===== config.mk =====
export PLATFORM = sky130hd
export DESIGN_NAME = led_feedback_driver_flat
export DESIGN_NICKNAME = d
export VERILOG_FILES = /design/src/rtl/led_feedback_driver_if.sv /design/src/rtl/led_feedback_driver.sv /design/src/flat_wrapper.sv
export SDC_FILE = /design/constraint.sdc
export NUM_CORES = 1
export LEC_CHECK = 0
export CAP_MARGIN = 20
export CORE_ASPECT_RATIO = 1.2
export CORE_UTILIZATION = 60
export DETAILED_ROUTE_END_ITERATION = 7
export HOLD_SLACK_MARGIN = 0.05
export PLACE_DENSITY = 0.79
export SKIP_CTS_REPAIR_TIMING = 1
export SYNTH_ARGS = -nofsm -noshare
export SYNTH_HDL_FRONTEND = slang
export SYNTH_SLANG_ARGS = --single-unit

===== constraint.sdc =====
create_clock -name clk -period 4.97 [get_ports clk]
set_input_delay 0.497 -clock clk [delete_from_list [all_inputs] [get_ports clk]]
set_output_delay 0.497 -clock clk [all_outputs]
set_load 0.01 [all_outputs]

===== src/rtl/led_feedback_driver_if.sv =====
// led_feedback_driver_if
//   Bundles the strobe inputs and the LED/status outputs of the LED
//   feedback driver so they travel as a single port.
//   hit   : single-cycle strobe requesting a hit indication
//   miss  : single-cycle strobe requesting a miss indication
//   led_n : active-low LED drive (0 = lit)
//   busy  : high while an indication is in progress
//   done  : one-cycle pulse when an indication completes normally
//   slave  modport : the driver (consumes strobes, produces status)
//   master modport : the requester (issues strobes, observes status)
interface led_feedback_driver_if;
    logic hit;
    logic miss;
    logic led_n;
    logic busy;
    logic done;

    modport slave  (input  hit, input  miss, output led_n, output busy, output done);
    modport master (output hit, output miss, input  led_n, input  busy, input  done);
endinterface


===== src/rtl/led_feedback_driver.sv =====
// led_feedback_driver
//   Drives an active-low LED to give feedback on hit/miss events:
//   a hit lights the LED solidly for HIT_CYCLES cycles (retriggerable),
//   a miss blinks it MISS_BLINKS times with BLINK_CYCLES on and off phases.
//   A miss always takes priority over a hit.
// Ports
//   clk   : clock, all logic on the rising edge
//   rst_n : asynchronous active-low reset
//   bus   : led_feedback_driver_if.slave (hit, miss in; led_n, busy, done out)
module led_feedback_driver #(
    parameter int CNT_W        = 16,
    parameter int HIT_CYCLES   = 65535,
    parameter int BLINK_CYCLES = 16384,
    parameter int MISS_BLINKS  = 3
) (
    input  logic                  clk,
    input  logic                  rst_n,
    led_feedback_driver_if.slave  bus
);

    typedef enum logic [1:0] {
        IDLE     = 2'd0,
        HIT_ON   = 2'd1,
        MISS_ON  = 2'd2,
        MISS_OFF = 2'd3
    } state_t;

    localparam logic [CNT_W-1:0] HIT_LAST   = CNT_W'(HIT_CYCLES - 1);
    localparam logic [CNT_W-1:0] BLINK_LAST = CNT_W'(BLINK_CYCLES - 1);
    localparam logic [3:0]       BLINKS     = 4'(MISS_BLINKS);

    state_t           r_state, w_state_next;
    logic [CNT_W-1:0] r_cnt, w_cnt_next;
    logic [3:0]       r_blinks, w_blinks_next;
    logic             w_done_next;
    logic             r_led_n, r_busy, r_done;

    always_ff @(posedge clk or negedge rst_n) begin
        if (!rst_n) begin
            r_state  <= IDLE;
            r_cnt    <= '0;
            r_blinks <= '0;
            r_led_n  <= 1'b1;
            r_busy   <= 1'b0;
            r_done   <= 1'b0;
        end else begin
            r_state  <= w_state_next;
            r_cnt    <= w_cnt_next;
            r_blinks <= w_blinks_next;
            // Outputs are decoded from the next state so they change on the
            // same edge as the state itself.
            r_led_n  <= !((w_state_next == HIT_ON) || (w_state_next == MISS_ON));
            r_busy   <= (w_state_next != IDLE);
            r_done   <= w_done_next;
        end
    end

    always_comb begin
        w_state_next  = r_state;
        w_cnt_next    = r_cnt + 1'b1;
        w_blinks_next = r_blinks;
        w_done_next   = 1'b0;
        case (r_state)
            IDLE: begin
                w_cnt_next    = '0;
                w_blinks_next = '0;
                if (bus.miss) begin
                    w_state_next = MISS_ON;
                end else if (bus.hit) begin
                    w_state_next = HIT_ON;
                end
            end
            HIT_ON: begin
                // Completion wins over a strobe in the final cycle; a strobe
                // held one cycle longer is then picked up from IDLE.
                if (r_cnt == HIT_LAST) begin
                    w_state_next  = IDLE;
                    w_cnt_next    = '0;
                    w_done_next   = 1'b1;
                end else if (bus.miss) begin
                    w_state_next  = MISS_ON;
                    w_cnt_next    = '0;
                    w_blinks_next = '0;
                end else if (bus.hit) begin
                    w_cnt_next    = '0;
                end
            end
            MISS_ON: begin
                if (bus.miss) begin
                    w_cnt_next    = '0;
                    w_blinks_next = '0;
                end else if (r_cnt == BLINK_LAST) begin
                    w_state_next  = MISS_OFF;
                    w_cnt_next    = '0;
                end
            end
            MISS_OFF: begin
                if ((r_cnt == BLINK_LAST) && ((r_blinks + 4'd1) == BLINKS)) begin
                    w_state_next  = IDLE;
                    w_cnt_next    = '0;
                    w_blinks_next = '0;
                    w_done_next   = 1'b1;
                end else if (bus.miss) begin
                    w_state_next  = MISS_ON;
                    w_cnt_next    = '0;
                    w_blinks_next = '0;
                end else if (r_cnt == BLINK_LAST) begin
                    w_state_next  = MISS_ON;
                    w_cnt_next    = '0;
                    w_blinks_next = r_blinks + 4'd1;
                end
            end
            default: begin
                w_state_next  = IDLE;
                w_cnt_next    = '0;
                w_blinks_next = '0;
            end
        endcase
    end

    assign bus.led_n = r_led_n;
    assign bus.busy  = r_busy;
    assign bus.done  = r_done;

endmodule


===== src/flat_wrapper.sv =====
// flat-port wrapper written by rule: the top's interface ports become plain ports
module led_feedback_driver_flat 
#(
    parameter int CNT_W        = 16,
    parameter int HIT_CYCLES   = 65535,
    parameter int BLINK_CYCLES = 16384,
    parameter int MISS_BLINKS  = 3
)
  (clk, rst_n, bus_hit, bus_miss, bus_led_n, bus_busy, bus_done);
  led_feedback_driver_if bus_i ();
  input  logic clk;
  input  logic rst_n;
  input wire logic [$bits(bus_i.hit)-1:0] bus_hit;
  input wire logic [$bits(bus_i.miss)-1:0] bus_miss;
  output wire logic [$bits(bus_i.led_n)-1:0] bus_led_n;
  output wire logic [$bits(bus_i.busy)-1:0] bus_busy;
  output wire logic [$bits(bus_i.done)-1:0] bus_done;
  assign bus_i.hit = bus_hit;
  assign bus_i.miss = bus_miss;
  assign bus_led_n = bus_i.led_n;
  assign bus_busy = bus_i.busy;
  assign bus_done = bus_i.done;
  led_feedback_driver #(.CNT_W(CNT_W), .HIT_CYCLES(HIT_CYCLES), .BLINK_CYCLES(BLINK_CYCLES), .MISS_BLINKS(MISS_BLINKS)) u_core (.clk(clk), .rst_n(rst_n), .bus(bus_i));
endmodule

* After elaboration in Yosys (flattened, before gate mapping) *
Index checks and enable logic that the tools add are counted.

word-level totals
  bits in latches = 0
  word-level logic and storage cells = 50
  input bits = 4
  memories kept = 0
  flip-flop bits (word level) = 25
  memory bits (read-only) = 0
  bits in writable memories = 0
  output and inout bits = 3

cells by class
  shift operators = 0
  order comparisons = 0
  multiplexer cells = 26
  $mul = 0
  div/mod/pow operators = 0
  $add $sub $neg = 2
  reductions and logical operators = 6
  equality and inequality tests = 10
  bitwise logic cells = 0

operator list
  operator                                                                 count
  16-bit 2-to-1 mux                                                        6
  16-bit one-hot mux with 4 select lines                                   1
  4-bit 2-to-1 mux                                                         5
  2-bit 2-to-1 mux                                                         9
  16-bit by 1-bit adder with 16-bit output, second input constant          1
  16-bit by 14-bit == test with 1-bit output, second input constant        1
  16-bit == test, second input constant                                    1
  4-bit one-hot mux with 4 select lines                                    1
  2-bit one-hot mux with 4 select lines                                    1
  2-bit == test, second input constant                                     3
  4-bit by 1-bit adder with 4-bit output, second input constant            1
  2-bit by 1-bit == test with 1-bit output, second input constant          2
  4-bit by 2-bit == test with 1-bit output, second input constant          1
  4-bit by 2-bit inequality test with 1-bit output, second input constant  1
  2-bit logical NOT                                                        1
  1-bit 2-to-1 mux                                                         2
  2-bit inequality test, second input constant                             1
  1-bit one-hot mux with 2 select lines                                    1
  2-bit AND reduction                                                      1
  2-bit nonzero test                                                       1
  1-bit logical AND                                                        1
  1-bit logical NOT                                                        1
  1-bit logical OR                                                         1

* Logic depth before layout (Yosys ltp) *
  word-level depth = 8
  depth in mapped cells = 9
  gate-level depth less buffers = 9

* Worst setup path after synthesis *
No wires, ideal clock.

  path type = reg2reg
  start point = register u_core.r_cnt[0]
  end point = register u_core.r_led_n (netlist: u_core.bus.led_n)
  arrival time = 2.046 ns
  path buffers = 0
  path slack = 2.865 ns
  data required time = 4.912 ns
  clock period less this slack = 2.105 ns
  library setup time = 0.058 ns
  cell stages (with the launch flop) = 9
  cell sequence = dfrtp_1 ha_1 nand3_1 nor4_4 and3_4 o21bai_4 o32ai_1 ha_1 inv_1

on the way
  longest elaborated chain between the ends = 8
  elaborated cells on any way between the ends = 14
  classes of those cells = eq/ne: 4; mux: 7; reduce/logical: 3

ends and longest elaborated chain
  element                                                                    RTL line                                                                          text
  start: declaration                                                         led_feedback_driver.sv:33                                                         logic [CNT_W-1:0] r_cnt, w_cnt_next;
  start signal: assignment                                                   led_feedback_driver.sv:48                                                         r_cnt <= w_cnt_next;
  16-bit by 14-bit == test with 1-bit output                                 led_feedback_driver.sv:92, led_feedback_driver.sv:98, led_feedback_driver.sv:107
  2-bit 2-to-1 mux                                                           led_feedback_driver.sv:107                                                        end else if (r_cnt == BLINK_LAST) begin
  2-bit 2-to-1 mux                                                           led_feedback_driver.sv:103                                                        end else if (bus.miss) begin
  2-bit 2-to-1 mux                                                           led_feedback_driver.sv:98                                                         if ((r_cnt == BLINK_LAST) && ((r_blinks + 4'd1) == BLINKS)) begin
  2-bit one-hot mux with 4 select lines *                                    led_feedback_driver.sv:63                                                         case (r_state)
  2-bit by 1-bit == test with 1-bit output or 2-bit == test (tied branches)  led_feedback_driver.sv:52                                                         r_led_n <= !((w_state_next == HIT_ON) || (w_state_next == MISS_ON));
  1-bit logical OR *                                                         led_feedback_driver.sv:52
  1-bit logical NOT *                                                        led_feedback_driver.sv:52
  end signal: assignment                                                     led_feedback_driver.sv:52
  end: declaration                                                           led_feedback_driver.sv:36                                                         logic r_led_n, r_busy, r_done;

Every way passes the cells marked *; elsewhere a longest branch is shown, timed or not.
A chain may end at the register's enable or synchronous reset.

* Worst setup path after layout *
Ends and elaborated chain as after synthesis.

==> flow_metrics.env <==
export IMPL_layout_common_cells="26 x nor2_1, 24 x dfrtp_1, 11 x nand2_1"
export IMPL_fillerInstances=196
export IMPL_setup_viol=0
export IMPL_pin_count=7
export IMPL_dpl_hpwl_mm=2.058
export IMPL_vias=1116
export IMPL_die_w_um=47.17
export IMPL_regArea_sq_um=626.9
export IMPL_ir_worst_vdd_v=0.0003263
export IMPL_antenna_found_initial=0
export IMPL_rows=19
export IMPL_crit_arrival_ns=2.63
export IMPL_postSynthAreaPerCell_sq_um=9.793
export IMPL_grtUsageMet3=0.01948
export IMPL_postRouteAntennaNets=0
export IMPL_multi_input_area_sq_um=793.3
export IMPL_fin_crit_sh=0.4748
export IMPL_status="completed"
export IMPL_wl_mm=2.688
export IMPL_place_area_sq_mm=0.001556
export IMPL_synth_cell_types=41
export IMPL_track_usage=0.2379
export IMPL_whs_ns=0.4929
export IMPL_post_route_min_period_ns=2.360
export IMPL_dieArea_sq_mm=0.002651
export IMPL_yosysWarnings=0
export IMPL_hold_violations=0
export IMPL_die_h_um=56.20
export IMPL_pre_cts_ws_ns=2.636
export IMPL_first_global_vias=1142
export IMPL_cts_made_buffers=3
export IMPL_p_leak_nw=0.6935
export IMPL_clkSinkCount=25
export IMPL_layoutNonFillerInstCount=191
export IMPL_fin_skew_ns=0.01021
export IMPL_maxSlewViolCount=0
export IMPL_grt_util_met2=0.4187
export IMPL_cp_end_kind="flip-flop"
export IMPL_cts_root_buf="clkbuf_4"
export IMPL_grt_met1_usage=0.2803
export IMPL_first_iter_violations=18
export IMPL_path_clk_slew_ns=0.13
export IMPL_start_util=0.6370
export IMPL_grt_pass1_wl_mm=4.643
export IMPL_crit_type="flip-flop to flip-flop"
export IMPL_clock_path_buffers=2
export IMPL_rsz0062_at_grt="false"
export IMPL_setup_tns_ns=0
export IMPL_dr_pass1_iters=4
export IMPL_finalPower_mw=0.5786
export IMPL_htree_levels=1
export IMPL_required_ns=5.24
export IMPL_ys_ff_latch=25
export IMPL_post_route_util=0.6929
export IMPL_synth_nets=163
export IMPL_busiest_layer="met2"
export IMPL_final_nets=174
export IMPL_start_kind="flip-flop"
export IMPL_clk_latency_ns=0.31
export IMPL_crit_path_max_fanout=9
export IMPL_worst_pin_slew_ns=0.6904
export IMPL_gp_congestion=0.8958
export IMPL_grt_max_degree=26
export IMPL_synthCells=150
export IMPL_drive_above_1_share=0.08750
export IMPL_portBuffers=6
export IMPL_core_area_sq_mm=0.002306
export IMPL_n_antenna_cell=0
export IMPL_yosysSeqAreaShare=0.4267
export IMPL_drc=0
export IMPL_power_density_mw_per_mm2=362.1
export IMPL_async_flop_share=1.000
export IMPL_dp_cells=186
export IMPL_cts_tree="done"
export IMPL_synth_area_sq_mm=0.001469
export IMPL_synth_flop_cell="dfrtp_1"
export IMPL_final_area_sq_mm=0.001598
export IMPL_setup_slack_ns=2.610
export IMPL_maxCapViolations=0
export IMPL_holdCritPathClass="input pin to asynchronous set/reset pin"
export IMPL_post_drt_wl_per_cell_um=14.07
export IMPL_gr_total_overflow=0
export IMPL_synth_edff_count=0
export IMPL_syn_to_final_growth_pct=8.773
export IMPL_timing_fmax_ghz=0.4237
export IMPL_slew_headroom=0.5359
export IMPL_viasPerCell=5.843
export IMPL_layout_commonest_cell="nor2_1"
synth_stat cells (2+ instances only):
master / instances / area share
nand2b_1: 2 / 0.0085
nand4_1: 4 / 0.017
o31ai_1: 2 / 0.010
nand2_1: 11 / 0.028
and3_1: 2 / 0.0085
nor2_1: 26 / 0.066
a21oi_1: 4 / 0.014
ha_1: 9 / 0.077
nand3_1: 7 / 0.024
nor3_1: 2 / 0.0068
xor2_1: 6 / 0.036
xnor2_1: 8 / 0.048
dfrtp_1: 24 / 0.41
inv_1: 10 / 0.026
o21ai_0: 7 / 0.024
registers in the layout, indices dropped and copies added, names as in the netlist:
name,count
u_core.r_state,2
u_core.bus.busy,1
u_core.bus.led_n,1
u_core.r_blinks,4
u_core.bus.done,1
u_core.r_cnt,16
metal layers:
layer	wire length (um)	vias up
li1	-	545
met1	1112	539
met2	1456	26
met3	60	6
met4	59	0
met5	0	-
final timing paths:
path	from	end	slack, ns	depth (start not counted)
worst max-delay path	u_core.r_cnt[0]	u_core.bus.led_n	2.61	8
worst min-delay path	rst_n	u_core.r_cnt[9]	0.49	1
worst max register to register	u_core.r_cnt[0]	u_core.bus.led_n	2.61	8
worst min register to register	u_core.r_cnt[0]	u_core.r_cnt[0]	0.53	1
max in group asynchronous	rst_n	u_core.r_blinks[3]	4.00	2
min in group clk	u_core.r_cnt[0]	u_core.r_cnt[0]	0.53	1
kinds of logic after synthesis:
group / share of synthesized area
adder cells (fa/ha/maj): 0.07666
XOR/XNOR: 0.08348
buffers and inverters: 0.03322
AO/OA/AOI/OAI: 0.1414
flip-flops: 0.4268
AND/OR/NAND/NOR: 0.2385
layout make-up:
cell class,instances,share of cell area
repair buffers,7,0.04699
inverters,10,0.02349
well taps,31,0.02428
multi-input cells,114,0.4965
clock buffers,4,0.01644
flip-flops and latches,25,0.3923
worst max-delay path, cell delays in order, from the launching register on:
cell	delay [ns]
dfrtp_1	0.42
ha_1	0.20
nand3_1	0.20
nor4_4	0.50
and3_4	0.31
o21bai_4	0.07
o32ai_1	0.29
ha_1	0.28
inv_1	0.06
report_power, final:
group	total (mW)	switching [mW]	internal (mW)
Clock	0.0866	0.0554	0.0313
Sequential	0.250	0.0202	0.230
Combinational	0.242	0.139	0.103
No activity file was read; power rests on OpenSTA's default activity.
